<file path="src/rtl/vga_sched_pkg.sv">
// Shared types and constants for the VGA frame read scheduler.
// Holds the FSM state encoding and the buffer index type.
package vga_sched_pkg;

  typedef enum logic [2:0] {
    S_IDLE,
    S_FLUSH,
    S_WAIT,
    S_REQ,
    S_BUSY,
    S_DONE
  } state_e;

  typedef logic [1:0] buf_idx_t;

  localparam int NUM_BUFS        = 3;
  localparam int BURST_LEN_DFLT  = 64;
  localparam int BEAT_BYTES_DFLT = 8;
  localparam int BURST_BYTES     =
    BURST_LEN_DFLT * BEAT_BYTES_DFLT;

  // Byte span of one burst for a given beat count and beat size
  function automatic int burst_bytes(
    input int len,
    input int beat
  );
    return len * beat;
  endfunction

endpackage

</file>
<file path="src/rtl/frame_buf_rotator.sv">
// Triple-buffer bookkeeping: newest completed buffer,
// display selection with same-cycle bypass, writer target.
module frame_buf_rotator
  import vga_sched_pkg::*;
(
  input  logic     clk,
  input  logic     rst,
  input  logic     wr_frame_done,
  input  buf_idx_t wr_buf_idx,
  input  buf_idx_t disp_buf_idx,
  output buf_idx_t sel_idx,
  output logic     sel_valid,
  output buf_idx_t wr_buf_sel
);

  buf_idx_t last_idx_q;
  buf_idx_t last_idx_d;
  logic     last_valid_q;
  logic     last_valid_d;
  buf_idx_t wr_buf_sel_q;
  buf_idx_t wr_buf_sel_d;

  // Remember the buffer the writer most recently finished
  always_comb begin
    last_idx_d   = last_idx_q;
    last_valid_d = last_valid_q;
    if (wr_frame_done) begin
      last_idx_d   = wr_buf_idx;
      last_valid_d = 1'b1;
    end
  end

  // A completion in this very cycle wins over the stored index
  always_comb begin
    sel_idx   = wr_frame_done ? wr_buf_idx : last_idx_q;
    sel_valid = wr_frame_done | last_valid_q;
  end

  // Lowest buffer that is neither on screen nor the newest frame
  always_comb begin
    wr_buf_sel_d = '0;
    for (int i = NUM_BUFS - 1; i >= 0; i--) begin
      if ((buf_idx_t'(i) != disp_buf_idx) &&
          !(last_valid_q &&
            (buf_idx_t'(i) == last_idx_q)))
        wr_buf_sel_d = buf_idx_t'(i);
    end
  end

  // Bookkeeping registers
  always_ff @(posedge clk) begin
    if (rst) begin
      last_idx_q   <= '0;
      last_valid_q <= 1'b0;
      wr_buf_sel_q <= 2'd1;
    end else begin
      last_idx_q   <= last_idx_d;
      last_valid_q <= last_valid_d;
      wr_buf_sel_q <= wr_buf_sel_d;
    end
  end

  assign wr_buf_sel = wr_buf_sel_q;

endmodule

</file>
<file path="src/rtl/vga_frame_rd_sched.sv">
// Refills the display FIFO from DDR3 with fixed-size bursts,
// restarting on each frame start at the selected buffer.
module vga_frame_rd_sched
  import vga_sched_pkg::*;
#(
  parameter int          ADDR_W       = 30,
  parameter int          BEAT_BYTES   = 8,
  parameter int          BURST_LEN    = 64,
  parameter int          FRAME_BEATS  = 614400,
  parameter logic [31:0] FRAME_BASE   = 32'h0,
  parameter logic [31:0] FRAME_STRIDE = 32'h0080_0000,
  parameter int          FIFO_DEPTH   = 1024,
  parameter int          LEVEL_W      = 11
) (
  input  logic               clk,
  input  logic               rst,
  input  logic               vsync_in,
  input  logic               wr_frame_done,
  input  logic [1:0]         wr_buf_idx,
  input  logic [LEVEL_W-1:0] rd_fifo_level,
  output logic               rd_req,
  output logic [ADDR_W-1:0]  rd_addr,
  input  logic               rd_ack,
  input  logic               rd_done,
  output logic               fifo_flush,
  output logic [1:0]         disp_buf_idx,
  output logic [1:0]         wr_buf_sel,
  output logic               frame_active,
  output logic               underrun
);

  localparam int STEP_B = burst_bytes(BURST_LEN, BEAT_BYTES);
  localparam int BEAT_W = $clog2(FRAME_BEATS + 1);

  localparam logic [LEVEL_W-1:0] LVL_THR =
    LEVEL_W'(FIFO_DEPTH - BURST_LEN);
  localparam logic [BEAT_W-1:0] BEATS_INIT =
    BEAT_W'(FRAME_BEATS);
  localparam logic [BEAT_W-1:0] BEATS_STEP =
    BEAT_W'(BURST_LEN);
  localparam logic [ADDR_W-1:0] ADDR_STEP =
    ADDR_W'(STEP_B);
  localparam logic [ADDR_W-1:0] BASE_A =
    ADDR_W'(FRAME_BASE);
  localparam logic [ADDR_W-1:0] STRIDE_A =
    ADDR_W'(FRAME_STRIDE);

  state_e              state_q;
  state_e              state_d;
  logic                vsync_q;
  logic                frame_start;
  logic [BEAT_W-1:0]   beats_left_q;
  logic [BEAT_W-1:0]   beats_left_d;
  logic [BEAT_W-1:0]   beats_next;
  logic                last_burst;
  logic                lvl_ok;
  logic                restart_pend_q;
  logic                restart_pend_d;
  logic                restart;
  logic                rd_req_q;
  logic                rd_req_d;
  logic [ADDR_W-1:0]   rd_addr_q;
  logic [ADDR_W-1:0]   rd_addr_d;
  logic                fifo_flush_q;
  logic                fifo_flush_d;
  buf_idx_t            disp_q;
  buf_idx_t            disp_d;
  logic                frame_active_q;
  logic                frame_active_d;
  logic                underrun_q;
  logic                underrun_d;
  buf_idx_t            sel_idx;
  logic                sel_valid;

  frame_buf_rotator u_rot (
    .clk           (clk),
    .rst           (rst),
    .wr_frame_done (wr_frame_done),
    .wr_buf_idx    (wr_buf_idx),
    .disp_buf_idx  (disp_q),
    .sel_idx       (sel_idx),
    .sel_valid     (sel_valid),
    .wr_buf_sel    (wr_buf_sel)
  );

  // Shared conditions for both FSM processes
  always_comb begin
    frame_start = vsync_in & ~vsync_q;
    lvl_ok      = rd_fifo_level <= LVL_THR;
    beats_next  = beats_left_q - BEATS_STEP;
    last_burst  = beats_next == '0;
    restart     = restart_pend_q | frame_start;
  end

  // State register and vsync edge delay
  always_ff @(posedge clk) begin
    if (rst) begin
      state_q <= S_IDLE;
      vsync_q <= 1'b0;
    end else begin
      state_q <= state_d;
      vsync_q <= vsync_in;
    end
  end

  // Next-state selection
  always_comb begin
    state_d = state_q;
    case (state_q)
      S_IDLE:
        if (frame_start && sel_valid)
          state_d = S_FLUSH;
      S_FLUSH:
        state_d = S_WAIT;
      S_WAIT:
        if (frame_start)
          state_d = S_FLUSH;
        else if (lvl_ok)
          state_d = S_REQ;
      S_REQ:
        if (rd_ack)
          state_d = S_BUSY;
      S_BUSY:
        if (rd_done) begin
          if (restart)
            state_d = S_FLUSH;
          else if (last_burst)
            state_d = S_DONE;
          else
            state_d = S_WAIT;
        end
      S_DONE:
        if (frame_start)
          state_d = S_FLUSH;
      default:
        state_d = S_IDLE;
    endcase
  end

  // Registered outputs, counters and restart bookkeeping
  always_comb begin
    rd_req_d       = rd_req_q;
    rd_addr_d      = rd_addr_q;
    disp_d         = disp_q;
    beats_left_d   = beats_left_q;
    frame_active_d = frame_active_q;
    restart_pend_d = restart_pend_q;
    fifo_flush_d   = state_d == S_FLUSH;
    underrun_d     = 1'b0;
    case (state_q)
      S_FLUSH: begin
        disp_d         = sel_idx;
        rd_addr_d      = BASE_A +
                         STRIDE_A * ADDR_W'(sel_idx);
        beats_left_d   = BEATS_INIT;
        frame_active_d = 1'b1;
        restart_pend_d = 1'b0;
      end
      S_WAIT: begin
        if (frame_start)
          underrun_d = 1'b1;
        else if (lvl_ok)
          rd_req_d = 1'b1;
      end
      S_REQ: begin
        if (frame_start && !restart_pend_q) begin
          underrun_d     = 1'b1;
          restart_pend_d = 1'b1;
        end
        if (rd_ack) begin
          rd_req_d  = 1'b0;
          rd_addr_d = rd_addr_q + ADDR_STEP;
        end
      end
      S_BUSY: begin
        if (frame_start && !restart_pend_q) begin
          underrun_d     = 1'b1;
          restart_pend_d = 1'b1;
        end
        if (rd_done) begin
          beats_left_d = beats_next;
          if (!restart && last_burst)
            frame_active_d = 1'b0;
        end
      end
      default: ;
    endcase
  end

  // Output and datapath registers
  always_ff @(posedge clk) begin
    if (rst) begin
      rd_req_q       <= 1'b0;
      rd_addr_q      <= '0;
      fifo_flush_q   <= 1'b0;
      disp_q         <= '0;
      frame_active_q <= 1'b0;
      underrun_q     <= 1'b0;
      beats_left_q   <= '0;
      restart_pend_q <= 1'b0;
    end else begin
      rd_req_q       <= rd_req_d;
      rd_addr_q      <= rd_addr_d;
      fifo_flush_q   <= fifo_flush_d;
      disp_q         <= disp_d;
      frame_active_q <= frame_active_d;
      underrun_q     <= underrun_d;
      beats_left_q   <= beats_left_d;
      restart_pend_q <= restart_pend_d;
    end
  end

  assign rd_req       = rd_req_q;
  assign rd_addr      = rd_addr_q;
  assign fifo_flush   = fifo_flush_q;
  assign disp_buf_idx = disp_q;
  assign frame_active = frame_active_q;
  assign underrun     = underrun_q;

endmodule

</file>
<file path="config.mk">
export PLATFORM = sky130hd
export DESIGN_NAME = vga_frame_rd_sched
export DESIGN_NICKNAME = d
export VERILOG_FILES = /design/src/rtl/vga_sched_pkg.sv /design/src/rtl/frame_buf_rotator.sv /design/src/rtl/vga_frame_rd_sched.sv
export SDC_FILE = /design/constraint.sdc
export NUM_CORES = 1
export LEC_CHECK = 0
export ABC_AREA = 1
export CAP_MARGIN = 20
export CORE_MARGIN = 2
export CORE_UTILIZATION = 49
export DETAILED_ROUTE_END_ITERATION = 6
export GPL_TIMING_DRIVEN = 1
export PLACE_DENSITY = 0.73
export RECOVER_POWER = 100
export SYNTH_ARGS = -nofsm -noshare
export SYNTH_HDL_FRONTEND = slang
export SYNTH_HIERARCHICAL = 1
export SYNTH_SLANG_ARGS = --single-unit
export TNS_END_PERCENT = 100
</file>
<file path="constraint.sdc">
create_clock -name clk -period 4 [get_ports clk]
set_clock_uncertainty 0.1 [all_clocks]
set_input_delay 0.6 -clock clk [delete_from_list [all_inputs] [get_ports clk]]
set_output_delay 0.6 -clock clk [all_outputs]
set_load 0.01 [all_outputs]
</file>
==> impl_results.md, run 1 <==
* Share of cells above drive strength 1 at 7.91%
* Static leakage at approximately 1.5 nW
* Status: complete, no violations
* Asr flop ratio synth at 0%
* Clk slew on worst S/H paths at roughly 90 ps
* RSZ-0062 raised after global routing: no
* Netlist cell types at 39
* Largest family of logic cells by synthesized area: simple AND/OR/NAND/NOR gates
* Post-Synth Simple-Gate Area at about 35%
* Cell area after synthesis at ~2800 sq um
* All-Layer GR Usage at between 20% and 30%
* Synth Register Bits at between 50 and 60
* CP max stage cell: dlygate4sd3_1
* Yosys warns at 6
* Post-Place Setup Slack at about 1400 ps
* CP required at roughly 4100 ps
* Pwr per Cell Area at between 300 and 400 nW/um^2
* Final Cycle Share at between 60% and 70%
* DIE AREA at about 6300 sq um
* CTS tree: built
* Hold-fix buffers, CTS at 0
* Bufs on Longest Clock Path at 2
* Syn avg cell area at 6.69 sq um
* Register area share after synthesis at a little over a third
* Max IR drop VDD at 0.000202 V
* Clock Sinks at 51
* Total congestion overflow at 0
* Setup ws final at 1290 ps
* DR vias at roughly 2700
* Core Box Area at 5510 sq um
* Die height at 79.7 um
* Compound-Gate Fraction of Synth Area at between 10 and 15%
* FMAX at approximately 370 MHz
* CTS Buf Count at 5
* Initial antenna violation count at 0
* Hpwl dp at ~4.8 mm
* Internal reg-to-reg setup slack at around 1700 ps
* Drt drc at 0
* Chip width at between 70 and 80 um
* IO buf count at 47
* Synth area leader: dfxtp_1
* Critical Path Max Stage Delay at between 500 and 600 ps
* Commonest cells in the netlist: nand2_1, inv_1, dfxtp_1
* DR vias/cell at approximately 5.0
* Row count at 27
* Xor and xnor area share after synthesis at less than 1%
* Post-Synthesis Cells at 419
* Most common cell in the netlist: nand2_1
* Setup violators final at 0
* Ys flop type: dfxtp_1
* Critical path type: in2reg
* Min-delay worst type: reg2reg
* Crit path top cell by count: nor2_1
* Final Hold Vio Count at 0
* Mux cell area share after synthesis at 0%
* FILL cells at 560
* Final-stage net count at between 400 and 500
* Number of max-cap violations at 0
* Final RePlAce weighted congestion at about 0.84
* CP Max Fanout at 7
* Crit path capture type: flop
* First-pass GRT wire length at between 10 and 15 mm
* Setup TNS at 0 ps
* Share of the synthesized area in the top cell type at a little over a third
* Number of setup buffers added after CTS at 0
* Drt wl/cell at between 10 and 15 um
* Initial core utilization at between 50% and 60%
* Max-slew violation count at 0
* Worst setup SP type: primary input
* CTS Root Cell: clkbuf_8
* Antenna-violating nets left at 0
* CP Cell Sequence: dlygate4sd3_1, o211ai_1, inv_1, nand3_1, nor2_1, nand2_1, nor2_1, nand4_1, o21ai_1, a21oi_1
* Adder-Cell Fraction of Synth Area at 1.34%
* First-pass DRT Iterations at 5
* Ports at between 50 and 60
* P&R area growth vs syn at 19.8%
* Vias in the first global route at roughly 2500
* H-tree Lvls at 2
* Post_cts resized at 0
* Largest net degree at the start of global routing at 23
* Number of flops mapped to enable cells by yosys at 0
* 1st-iter DRT viols at ~120
* Critical path arrival at about 2800 ps
* Leading post-synthesis cells by cell area: dfxtp_1, nand2_1, inv_1
* Period minus WS final at 2710 ps
* Diode count at 0
* WL final at approximately 6.2 mm
* Latest clock arrival within the worst-skew pair at ~300 ps
-- where the power goes --
group,switching (mW),internal (mW),leakage [nW]
clock,0.162,0.136,0.0470
combinational,0.101,0.0712,1.07
sequential,0.0187,0.526,0.414
-- area by class of cell --
class / count / area [sq um] / share of cell area [%]
clock buffer: 6 / 82.6 / 2.46
clock inverter: 1 / 5.00 / 0.149
inverter: 60 / 225 / 6.70
multi-input combinational: 302 / 1460 / 43.4
sequential: 51 / 1020 / 30.4
tap: 72 / 90.1 / 2.68
timing repair buffer: 48 / 478 / 14.2
-- layout by cell type (no fill, tap or decap), types with 2 or more instances in the layout --
| master | synthesis | routed |
|---|---|---|
| nand2_1 | 104 | 105 |
| inv_1 | 54 | 55 |
| nor2_1 | 50 | 53 |
| dfxtp_1 | 51 | 51 |
| a21oi_1 | 34 | 35 |
| dlygate4sd3_1 | 0 | 32 |
| nand3_1 | 23 | 24 |
| o21ai_0 | 15 | 16 |
| clkdlybuf4s50_1 | 0 | 15 |
| conb_1 | 1 | 9 |
| nor2_2 | 9 | 7 |
| nand2_2 | 8 | 7 |
| clkbuf_8 | 0 | 6 |
| nor3_1 | 4 | 5 |
| inv_2 | 6 | 5 |
| o21ai_1 | 5 | 4 |
| nor2_4 | 5 | 4 |
| o211ai_1 | 2 | 3 |
| a211oi_1 | 3 | 3 |
| xor2_1 | 3 | 3 |
| nand4_1 | 3 | 3 |
| ha_1 | 3 | 3 |
| or2_2 | 2 | 2 |
| and3_1 | 2 | 2 |
| o221ai_1 | 2 | 2 |
-- metrics by stage --
step                      util (%)  total power [mW]  instance area, sq um  cells  hold WS (ps)
final                         61.0              1.01                  3360    540           357
after global routing          61.0              1.07                  3360    540           411
after floorplan                  -             0.677                  2840    427           353
after CTS                     61.8              1.03                  3400    540           361
after detailed placement      60.2             0.737                  3310    533           349
after global placement        60.2             0.732                  3310    533           348
-- sequential cells by signal (all words and copies together) (netlist names) --
name                cells
rd_addr                21
beats_left_q           14
state_q                 3
disp_buf_idx            2
u_rot/last_idx_q        2
u_rot/wr_buf_sel        2
fifo_flush              1
frame_active            1
rd_req                  1
restart_pend_q          1
u_rot/last_valid_q      1
underrun                1
vsync_q                 1
-- critical path, delay by kind of cell --
kind | cells | cell delay (ps)
compound gates | 3 | 440
buf+inv | 2 | 830
simple gates | 5 | 920
-- per-layer routing --
| layer | up-vias | track usage [%] | routed length (um) |
|---|---|---|---|
| li1 | 1424 | - | - |
| met1 | 1203 | 27.5 | 2890 |
| met2 | 52 | 35.9 | 2960 |
| met3 | 7 | 3.62 | 250 |
| met4 | 0 | 6.03 | 62 |
| met5 | - | 0 | 0 |
-- final timing paths --
path | startpoint | end | cells after the start
max | rd_ack | rd_addr[26] | 10
min reg2reg | rd_req | rd_req | 2
max reg2reg | state_q[0] | rd_addr[26] | 9
min | rd_req | rd_req | 2
-- kinds of logic after synthesis --
group,count (synthesis)
buffers and inverters,74
XOR/XNOR,3
flip-flops,51
other,1
adder cells (fa/ha/maj),3
AO/OA/AOI/OAI,69
AND/OR/NAND/NOR,218
(Power assumes the default switching activity.)
==> run 2: changes to the inputs <==
clock period = 2.5 ns   (was 4 ns; I/O delays follow)
==> impl_results.md, run 2 (synthesized netlist as in run 1, its figures left out) <==
* Ports at 57 (unchanged)
* CP Max Fanout at 7 (unchanged)
* Final Cycle Share at about 87%
* DIE AREA at 6350 sq um (unchanged)
* WL met1 at 2.67 mm (-7.6%)
* Top layer in use: met4
* Share of cells above drive strength 1 at 8.10% (+0.20 points)
* Critical path type: in2reg
* Worst-Margin Slew at ~1100 ps
* Net Sw Power at 0.452 mW (+61%)
* Antenna-violating nets left at 0 (unchanged)
* IO buf count at 47 (unchanged)
* Clk slew on worst S/H paths at 80 ps (about the same)
* Final RePlAce weighted congestion at 0.843 (+0.18%)
* Total congestion overflow at 0 (unchanged)
* Max-slew violation count at 0 (unchanged)
* Finished Layout Cells at 541 (+0.19%)
* Worst R2R End: rd_addr[26]
* Initial core utilization at 50.9% (unchanged)
* Period minus WS final at around 2200 ps
* Worst setup SP type: primary input
* Setup violators final at 0 (unchanged)
* Clock Sinks at 51 (unchanged)
* Max IR drop VDD at 0.000385 V (+91%)
* Beginning of the worst hold path: rd_req
* Hpwl dp at 4.80 mm (about the same)
* DR vias at 2699 (+0.48%)
* Number of flip-flops in the largest register at 21 (unchanged)
* Final Hold Vio Count at 0 (unchanged)
* Row count at 27 (unchanged)
* Post_cts resized at 0 (unchanged)
* Setup TNS at 0 ps (unchanged)
* Largest net degree at the start of global routing at 22 (-4.3%)
* Slew Limit Headroom at 25.1%
* FMAX at 462 MHz
* Min-delay worst type: reg2reg
* Die height at 79.7 um (unchanged)
* Min-Delay Endpoint: rd_req
* CTS Root Cell: clkbuf_8
* First-pass DRT Iterations at 4 (-1)
* Diode count at 0 (unchanged)
* Internal reg-to-reg setup slack at 370 ps (-1290 ps)
* First-pass GRT wire length at 11.2 mm (+2.9%)
* Met2 WL at 3.10 mm (+4.7%)
* Switching part of the total at 26.5% (-1.2 points)
* Number of max-cap violations at 0 (unchanged)
* Combinational share of power at 16.4% (-0.5 points)
* Bufs on Longest Clock Path at 2 (unchanged)
* CTS Buf Count at 5 (unchanged)
* Crit path capture type: flop
* Met3 WL at 338 um (+35%)
* Dpl cells at 534 (+0.19%)
* Worst R2R Path Depth at 7 (-2)
* P_int at 1.25 mW (+71%)
* Worst r2r src: rd_addr[15]
* DR vias/cell at 4.99 (+0.30%)
* Core Box Area at 5510 sq um (unchanged)
* Vias in the first global route at 2654 (+5.4%)
* Commonest non-fill, non-tap cell in the layout: nand2_1
* Pwr per Cell Area at 502 nW/um^2 (+66%)
* Final Util at 61.6% (+0.61 points)
* Hold-fix buffers, CTS at 0 (unchanged)
* Number of setup buffers added after CTS at 0 (unchanged)
* Critical path arrival at 2270 ps (-530 ps)
* Clock network fraction of total power at 32.5% (+3.2 points)
* Cells on Worst Hold Path at 2 (unchanged)
* H-tree Lvls at 2 (unchanged)
* RSZ-0062 raised after global routing: no
* Status: complete, no violations
* FILL cells at 527 (-5.9%)
* 1st-iter DRT viols at 125 (+3.3%)
* Static leakage at 1.54 nW (+0.28%)
* Most frequent cells in the layout: nand2_1, inv_1, nor2_1, dfxtp_1, a21oi_1
* All-Layer GR Usage at 21.9% (+0.77 points)
* CP required at 2600 ps (-1490 ps)
* Sequential power share at 51.1% (-2.6 points)
* Final-stage net count at 491 (+0.20%)
* Latest clock arrival within the worst-skew pair at 310 ps (about the same)
* CTS tree: built
* Drt wl/cell at 11.5 um (+0.79%)
* Drt drc at 0 (unchanged)
* Initial antenna violation count at 0 (unchanged)
* P&R area growth vs syn at 21.0%
* Worst hold margin at 363 ps (+5.79 ps)
* Chip width at 79.7 um (unchanged)
* WL final at 6.22 mm (+0.97%)
-- run 2: cell types whose count changed in the layout (fill, tap and decap cells not counted), sizes merged --
| cell | delta |
|---|---|
| bufinv | +1 |
| clkbuf | +1 |
| clkdlybuf4s50 | +1 |
| clkinv | -1 |
| dlygate4sd3 | -1 |
-- run 2: worst max-delay path, stage by stage --
cell and delay (ps):
dlygate4sd3_1 630, o211ai_4 140, inv_2 140, nand3_2 100
nor2_2 140, nand2_1 90, nor2_1 290, nand4_1 150
o21ai_0 170, a21oi_1 50
-- run 2: how the worst max path moves through the flow --
stage,start,endpoint
after floorplan,beats_left_q[6],fifo_flush
after global placement,rd_ack,rd_addr[26]
after detailed placement,rd_ack,rd_addr[26]
after CTS,beats_left_q[6],fifo_flush
after global routing,beats_left_q[6],fifo_flush
final,rd_ack,rd_addr[26]
-- run 2: metrics by stage --
| stage | power (mW) | setup slack (ps) | instance area [sq um] |
|---|---|---|---|
| 6_report | 1.70 | 333 | 3390 |
| 5_1_grt | 1.81 | 107 | 3390 |
| 4_1_cts | 1.73 | 423 | 3420 |
| 3_5_place_dp | 1.18 | 254 | 3320 |
| 3_3_place_gp | 1.17 | 338 | 3320 |
| 2_1_floorplan | 1.08 | 748 | 2840 |
-- run 2: layout make-up --
type                            instances  area [sq um]  area share (%)
Clock buffer                            6          72.6            2.14
Multi-Input combinational cell        302          1470            43.4
Sequential cell                        51          1020            30.1
Timing Repair Buffer                   49           482            14.2
Clock inverter                          1          30.0           0.885
Tap cell                               72          90.1            2.65
Inverter                               60           225            6.64
-- run 2: routing by layer --
layer | GRT usage (%) | vias to the layer above
met1 | 25.7 | 1209
li1 | - | 1414
met5 | 0 | -
met3 | 4.30 | 10
met4 | 7.93 | 0
met2 | 39.3 | 66
-- run 2: power by group through the flow --
stage	Combinational, mW	Clock, mW	Sequential, mW
2_1_floorplan	0.192	0	0.892
3_3_place_gp	0.283	0	0.891
3_5_place_dp	0.288	0	0.891
4_1_cts	0.290	0.571	0.872
5_1_grt	0.321	0.610	0.876
6_report	0.280	0.553	0.871
